`src/rtl/round_seq_pkg.sv`:
```
// Shared types and constants for the round sequencer.
// Widths, last-round indices and FSM state encoding.
package round_seq_pkg;

  localparam int DATA_W        = 136;
  localparam int CNT_W         = 4;
  localparam int LAST_ROUND_M0 = 10;
  localparam int LAST_ROUND_M1 = 14;

  typedef enum logic [1:0] {
    IDLE = 2'd0,
    RUN  = 2'd1,
    DONE = 2'd2
  } state_t;

endpackage

```
`src/rtl/round_seq_counter.sv`:
```
// Round index register with saturating compare against the last round.
// hit marks count==last; inc never advances past last.
module round_counter #(
  parameter int W = 4
) (
  input  logic         clk,
  input  logic         rst_n,
  input  logic         clr,
  input  logic         inc,
  input  logic [W-1:0] last,
  output logic         hit,
  output logic [W-1:0] count
);

  logic [W-1:0] cnt_q;

  always_ff @(posedge clk or negedge rst_n) begin
    if (!rst_n) begin
      cnt_q <= '0;
    end else if (clr) begin
      cnt_q <= '0;
    end else if (inc && !hit) begin
      cnt_q <= cnt_q + 1'b1;
    end
  end

  assign hit   = (cnt_q == last);
  assign count = cnt_q;

endmodule

```
`src/rtl/round_seq.sv`:
```
// Iterative round sequencer: loads a word, feeds it through an external
// round selector 11 or 15 times, then hands the result downstream.
module round_seq
  import round_seq_pkg::*;
#(
  parameter int DATA_W = round_seq_pkg::DATA_W,
  parameter int CNT_W  = round_seq_pkg::CNT_W
) (
  input  logic              clk,
  input  logic              rst_n,
  input  logic              in_valid,
  output logic              in_ready,
  input  logic [DATA_W-1:0] in_data,
  input  logic              mode,
  input  logic              abort,
  output logic [DATA_W-1:0] state_q,
  input  logic [DATA_W-1:0] round_data,
  output logic [CNT_W-1:0]  counter,
  output logic              mux_flag,
  output logic              out_valid,
  input  logic              out_ready,
  output logic [DATA_W-1:0] out_data,
  output logic              busy
);

  state_t            state;
  state_t            next_state;
  logic [CNT_W-1:0]  last_q;
  logic              accept;
  logic              clr;
  logic              inc;
  logic              hit;

  assign accept = (state == IDLE) && in_valid && !abort;

  always_ff @(posedge clk or negedge rst_n) begin
    if (!rst_n) begin
      state <= IDLE;
    end else begin
      state <= next_state;
    end
  end

  always_comb begin
    next_state = state;
    if (abort) begin
      next_state = IDLE;
    end else begin
      unique case (state)
        IDLE:    if (in_valid)  next_state = RUN;
        RUN:     if (hit)       next_state = DONE;
        DONE:    if (out_ready) next_state = IDLE;
        default: next_state = IDLE;
      endcase
    end
  end

  always_comb begin
    in_ready  = (state == IDLE);
    busy      = (state != IDLE);
    out_valid = (state == DONE);
    mux_flag  = (state == RUN) && hit;
  end

  // Mode is captured only at accept so later toggles cannot shorten a run.
  always_ff @(posedge clk or negedge rst_n) begin
    if (!rst_n) begin
      last_q <= CNT_W'(LAST_ROUND_M0);
    end else if (accept) begin
      last_q <= mode ? CNT_W'(LAST_ROUND_M1)
                     : CNT_W'(LAST_ROUND_M0);
    end
  end

  always_ff @(posedge clk or negedge rst_n) begin
    if (!rst_n) begin
      state_q <= '0;
    end else if (accept) begin
      state_q <= in_data;
    end else if (state == RUN && !abort) begin
      state_q <= round_data;
    end
  end

  always_comb begin
    clr = abort || (state == IDLE) ||
          (state == DONE && out_ready);
    inc = (state == RUN) && !abort;
  end

  round_counter #(
    .W(CNT_W)
  ) u_cnt (
    .clk  (clk),
    .rst_n(rst_n),
    .clr  (clr),
    .inc  (inc),
    .last (last_q),
    .hit  (hit),
    .count(counter)
  );

  assign out_data = state_q;

endmodule

```
`config.mk`:
```
export PLATFORM = sky130hd
export DESIGN_NAME = round_seq
export DESIGN_NICKNAME = d
export VERILOG_FILES = /design/src/rtl/round_seq_pkg.sv /design/src/rtl/round_seq_counter.sv /design/src/rtl/round_seq.sv
export SDC_FILE = /design/constraint.sdc
export NUM_CORES = 1
export LEC_CHECK = 0
export CAP_MARGIN = 20
export CORE_AREA = 2 2 218 220
export DETAILED_ROUTE_END_ITERATION = 8
export DIE_AREA = 0 0 220 222
export PLACE_DENSITY = 0.49
export SLEW_MARGIN = 20
export SYNTH_ARGS = -nofsm -noshare
export SYNTH_HDL_FRONTEND = slang
export SYNTH_SLANG_ARGS = --single-unit
```
`constraint.sdc`:
```
create_clock -name clk -period 1.9 [get_ports clk]
set_input_delay 0.19 -clock clk [delete_from_list [all_inputs] [get_ports clk]]
set_output_delay 0.19 -clock clk [all_outputs]
set_load 0.05 [all_outputs]
```
# == Word level (Yosys, flattened, before mapping) ==
# Cells that the tools add are included.
# word_totals
word_cells,36
register_bits,146
out_inout_bits,280
# op_classes
n_addsub,1
reduce_logical,15
n_mux,10
n_eq_ne,6
# ops
op,n
$mux W136,2
$mux W2,4
$mux W4,2
$logic_and A1 B1 Y1,6
$ne A3 B2 Y1 const B,2
$pmux W2 S3,1
$reduce_bool A2 Y1,3
$add A4 B1 Y4 const B,1
$eq A4 B4 Y1,1
$mux W3,1
$ne A3 B3 Y1 const B,1
$reduce_and A3 Y1,1
$eq A2 B1 Y1 const B,1
$eq A2 B2 Y1 const B,1
$logic_not A1 Y1,2
$logic_not A2 Y1,1
$logic_or A1 B1 Y1,2

# == Depth between registers and ports, before layout ==
# depth
depth_word,5
mapped_depth,6

# == Cells and area by module ==
# A second synthesis with hierarchy kept.
# unflattened
hier_cells,920
area_unflattened_um2,7747.4
# by_module_without_submodules
module,seq_area_each_um2,area_each_um2,n_inst,cells_each
round_seq,3478.3,7483.4,1,897
round_counter,100.1,264.0,1,23

# == Least setup slack after synthesis ==
# OpenSTA, ideal clock, no wires.
# synth_timing
path_kind,flip-flop to flip-flop
from,"reg u_cnt.cnt_q[1], in the netlist u_cnt.count[1]"
to,reg state[1]
slack_ns,-1.158
setup_time_ns,0.072
arrival_time_ns,2.986
stages_incl_launch_ff,5
t_required_ns,1.828
cell_sequence,dfrtp_1 -> ha_1 -> nand2_1 -> nor4b_1 -> o21a_1
# synth_via
elab_chain_cells,3
# synth_lines
element,line_no,source
"start, declared",round_seq_counter.sv:15,logic [W-1:0] cnt_q;
"start signal, assigned",round_seq_counter.sv:23,cnt_q <= cnt_q + 1'b1;
$eq A4 B4 Y1,round_seq_counter.sv:27,assign hit = (cnt_q == last);
$ne A3 B3 Y1 (no source line),-,
$reduce_and A3 Y1 (no source line),-,
"end signal, assigned",round_seq.sv:40,state <= next_state;
"end, declared",round_seq.sv:26,state_t state;
# Every way passes these cells.
# A chain may end at the register's enable or synchronous reset.

# == Worst setup path after layout ==
# layout_timing
from,"reg u_cnt.cnt_q[0], in the netlist u_cnt.count[0]"
to,out mux_flag
# layout_via
elab_chain_cells,2
# layout_lines
element,line_no,source
$eq A4 B4 Y1,round_seq_counter.sv:27,
$logic_and A1 B1 Y1,round_seq.sv:62,mux_flag = (state == RUN) && hit;
"end, declared",round_seq.sv:19,"output logic mux_flag,"
# Every way passes these cells.

==> impl_metrics.ini <==
[timing]
fin_skew_ps = 5.40
period_needed_ps = 1880
max_slew_margin = 0.628
final-hold-violation-count = 0
setup_viol = 0
rsz0062_at_grt = yes
fmax_mhz = 532
worst_pin_slew_ps = 558
finalCritPeriodShare = 0.990
slew_viol_final = 0
hold_ws_ps = 276

[critical_path]
crit_slowest_cell = dfrtp_2
required_ps = 1710
crit_type = register to output pin
end_kind = output pin
critPathArrivalTime_ps = 1690
timing.rr.start = state[1]$_DFFE_PN0P_
worstRegToRegCells = 5
r2r_end = out_data[113]$_DFFE_PN0P_
slowest_delay_ps = 430
startpoint_type = register
rrSetupSlack_ps = 180
worstPathMaxFanout = 4
crit_path_cell_trace = inv_2, ha_4, nand2_4, nor4b_4, buf_12

[clock_network]
cts_tree = yes
cts.sinks = 143
cts_buffers = 17
clockRootBuffer = clkbuf_16
ctsHtreeMaxLevel = 4
clkLatencyLatePin_ps = 450
cts.clk_slew.worst_paths_ps = 60
clk_path_buf_depth = 2

[die]
fp-row-count = 79
die_area_um2 = 48800
initial_utilization = 0.157
coreArea_um2 = 46300
die_x_um = 220
chipHeight_um = 222
pin_count = 558

[yosys]
synth_compound_area_frac = 0.309
synth_edf_count = 0
synth_area_per_cell_um2 = 11.6
ys_types = 23
synth_warnings = 0
synthFlopType = dfrtp_1
syn_inst = 628
synth_xor_area_frac = 0.00121
yosys.area_share.simple = 0.0131
async_flop_share = 1.00
synth.net_count = 908
synth_top_family_by_area = compound AO/OA/AOI/OAI gates
synthMuxAreaShare = 0.00982
syn-cell-area_um2 = 7260
ys_seq_elements = 143
ys_seq_area_frac = 0.493
yosys.area_share.adder = 0.00345

[finish]
mostFrequentLayoutCell = clkdlybuf4s50_1
antenna_cells = 0
fin_area_um2 = 13400
areaGrowthSynthToFinish_pct = 85.2
mostFrequentLayoutCells = 347 x clkdlybuf4s50_1, 140 x dfrtp_1, 134 x a22o_1, 134 x a21o_1, 132 x dlygate4sd2_1
nets = 1356
drive_above_1_share = 0.107

[detailed_routing]
dr.pass1.iters = 4
wl_per_cell_um = 18.4
final_antenna_net_count = 0
vias = 6676
routed_wirelength_um = 31200
drt-initial-drc-count = 253
drt_drc_violations_left = 0
via_per_inst = 3.94

[grt]
grt_max_degree = 52
antenna_found_initial = 2
grt_pass1_wl_um = 44900
grt_use_total = 0.125
grt-ovfl-total = 0
grt_pass1_vias = 7038

[place]
dp_hpwl_um = 24700
place_area_um2 = 12800
gp_congestion = 0.769
port_buffers = 557

[run_status]
status = finished, final reports clean

[pwr]
power_density_nw_per_um2 = 1230
ir_worst_vdd_v = 0.000640
p_leak_nw = 7.14

[run]
cap_viol_max_count = 0

[hold_path]
min_path_type = input pin to asynchronous set/reset pin
==> stage by stage <==
stage / std cells / power (mW) / TNS [ps] / util / setup WS, ps
final: 1696 / 16.6 / 0 / 0.291 / 19.5
after global placement: 1657 / 13.6 / -4540 / 0.277 / -86.8
after detailed placement: 1657 / 13.6 / -4840 / 0.277 / -88.0
after global routing: 1696 / 17.3 / -76.0 / 0.291 / -76.0
after floorplan: 628 / 10.7 / 0 / - / 8.71
after CTS: 1690 / 16.9 / -56.0 / 0.287 / -56.0
==> cells by family (layout without fill, tap and decap cells) <==
| logic type | Yosys count | count (layout) |
|---|---|---|
| AO/OA/AOI/OAI | 278 | 278 |
| XOR/XNOR | 1 | 1 |
| adder cells (fa/ha/maj) | 2 | 2 |
| buffers and inverters | 184 | 645 |
| flip-flops | 143 | 143 |
| multiplexers | 7 | 7 |
| AND/OR/NAND/NOR | 13 | 13 |
==> cells in the mapped netlist (2+ instances only) <==
cell type | instances | share of area
dfrtp_1 | 143 | 0.49
nor2_1 | 2 | 0.0010
a21o_1 | 134 | 0.14
nand2_1 | 3 | 0.0016
o211ai_1 | 6 | 0.0062
a22o_1 | 134 | 0.16
buf_2 | 28 | 0.019
o21ai_0 | 2 | 0.0014
nor2b_1 | 3 | 0.0026
mux2i_1 | 6 | 0.0083
ha_1 | 2 | 0.0034
inv_1 | 3 | 0.0016
clkbuf_1 | 17 | 0.0088
buf_4 | 136 | 0.14
==> report_power, final <==
part / leakage (nW) / switching (mW) / internal, mW
Combinational: 5.09 / 5.90 / 2.79
Sequential: 1.76 / 0.643 / 3.70
Clock: 0.302 / 1.33 / 2.24
Total: 7.14 / 7.88 / 8.72
==> worst max-delay path by stage <==
stage	from	end	slack (ps)
2_1_floorplan	u_cnt.count[2]$_DFFE_PN0P_	state[1]$_DFFE_PN0P_	9
3_3_place_gp	abort	out_data[52]$_DFFE_PN0P_	-90
3_5_place_dp	abort	out_data[20]$_DFFE_PN0P_	-90
4_1_cts	u_cnt.count[0]$_DFFE_PN0P_	mux_flag	-60
5_1_grt	u_cnt.count[0]$_DFFE_PN0P_	mux_flag	-80
6_report	u_cnt.count[0]$_DFFE_PN0P_	mux_flag	20
==> routing by layer <==
metal  GRT usage  up-vias  routed length, µm
met3      0.0409       25               2740
met1       0.142     3226              12200
met4      0.0431        2                530
li1            -     3069                  -
met2       0.217      354              15800
met5           0        -                 13
==> critical path: cells and delay by family, from the launching register on <==
family / cells / cell delay [ps]
simple gates: 2 / 430
flops: 1 / 430
fa+ha+maj: 1 / 130
buf+inv: 2 / 250
==> cell type report <==
| class | count | area (µm²) |
|---|---|---|
| fillers | 4869 | 32800 |
| repair buffers | 610 | 5990 |
| flip-flops and latches | 143 | 3580 |
| clock inverters | 5 | 100 |
| clock buffers | 27 | 513 |
| inverters | 3 | 11.3 |
| well taps | 607 | 759 |
| multi-input cells | 301 | 2500 |
==> registers in the layout, summed over array words and instances (netlist names) <==
register	count
out_data	136
u_cnt.count	4
state	2
last_q	1
==> timing repair <==
item | CTS | global route
pin swaps | 2 | 2
setup buffers | 0 | 6
resized for setup | 133 | 56
hold buffers | 1 | 0
endpoints found under the setup margin | 141 | 58
hold endpoints to repair | 42 | 0
(Power assumes the default switching activity.)
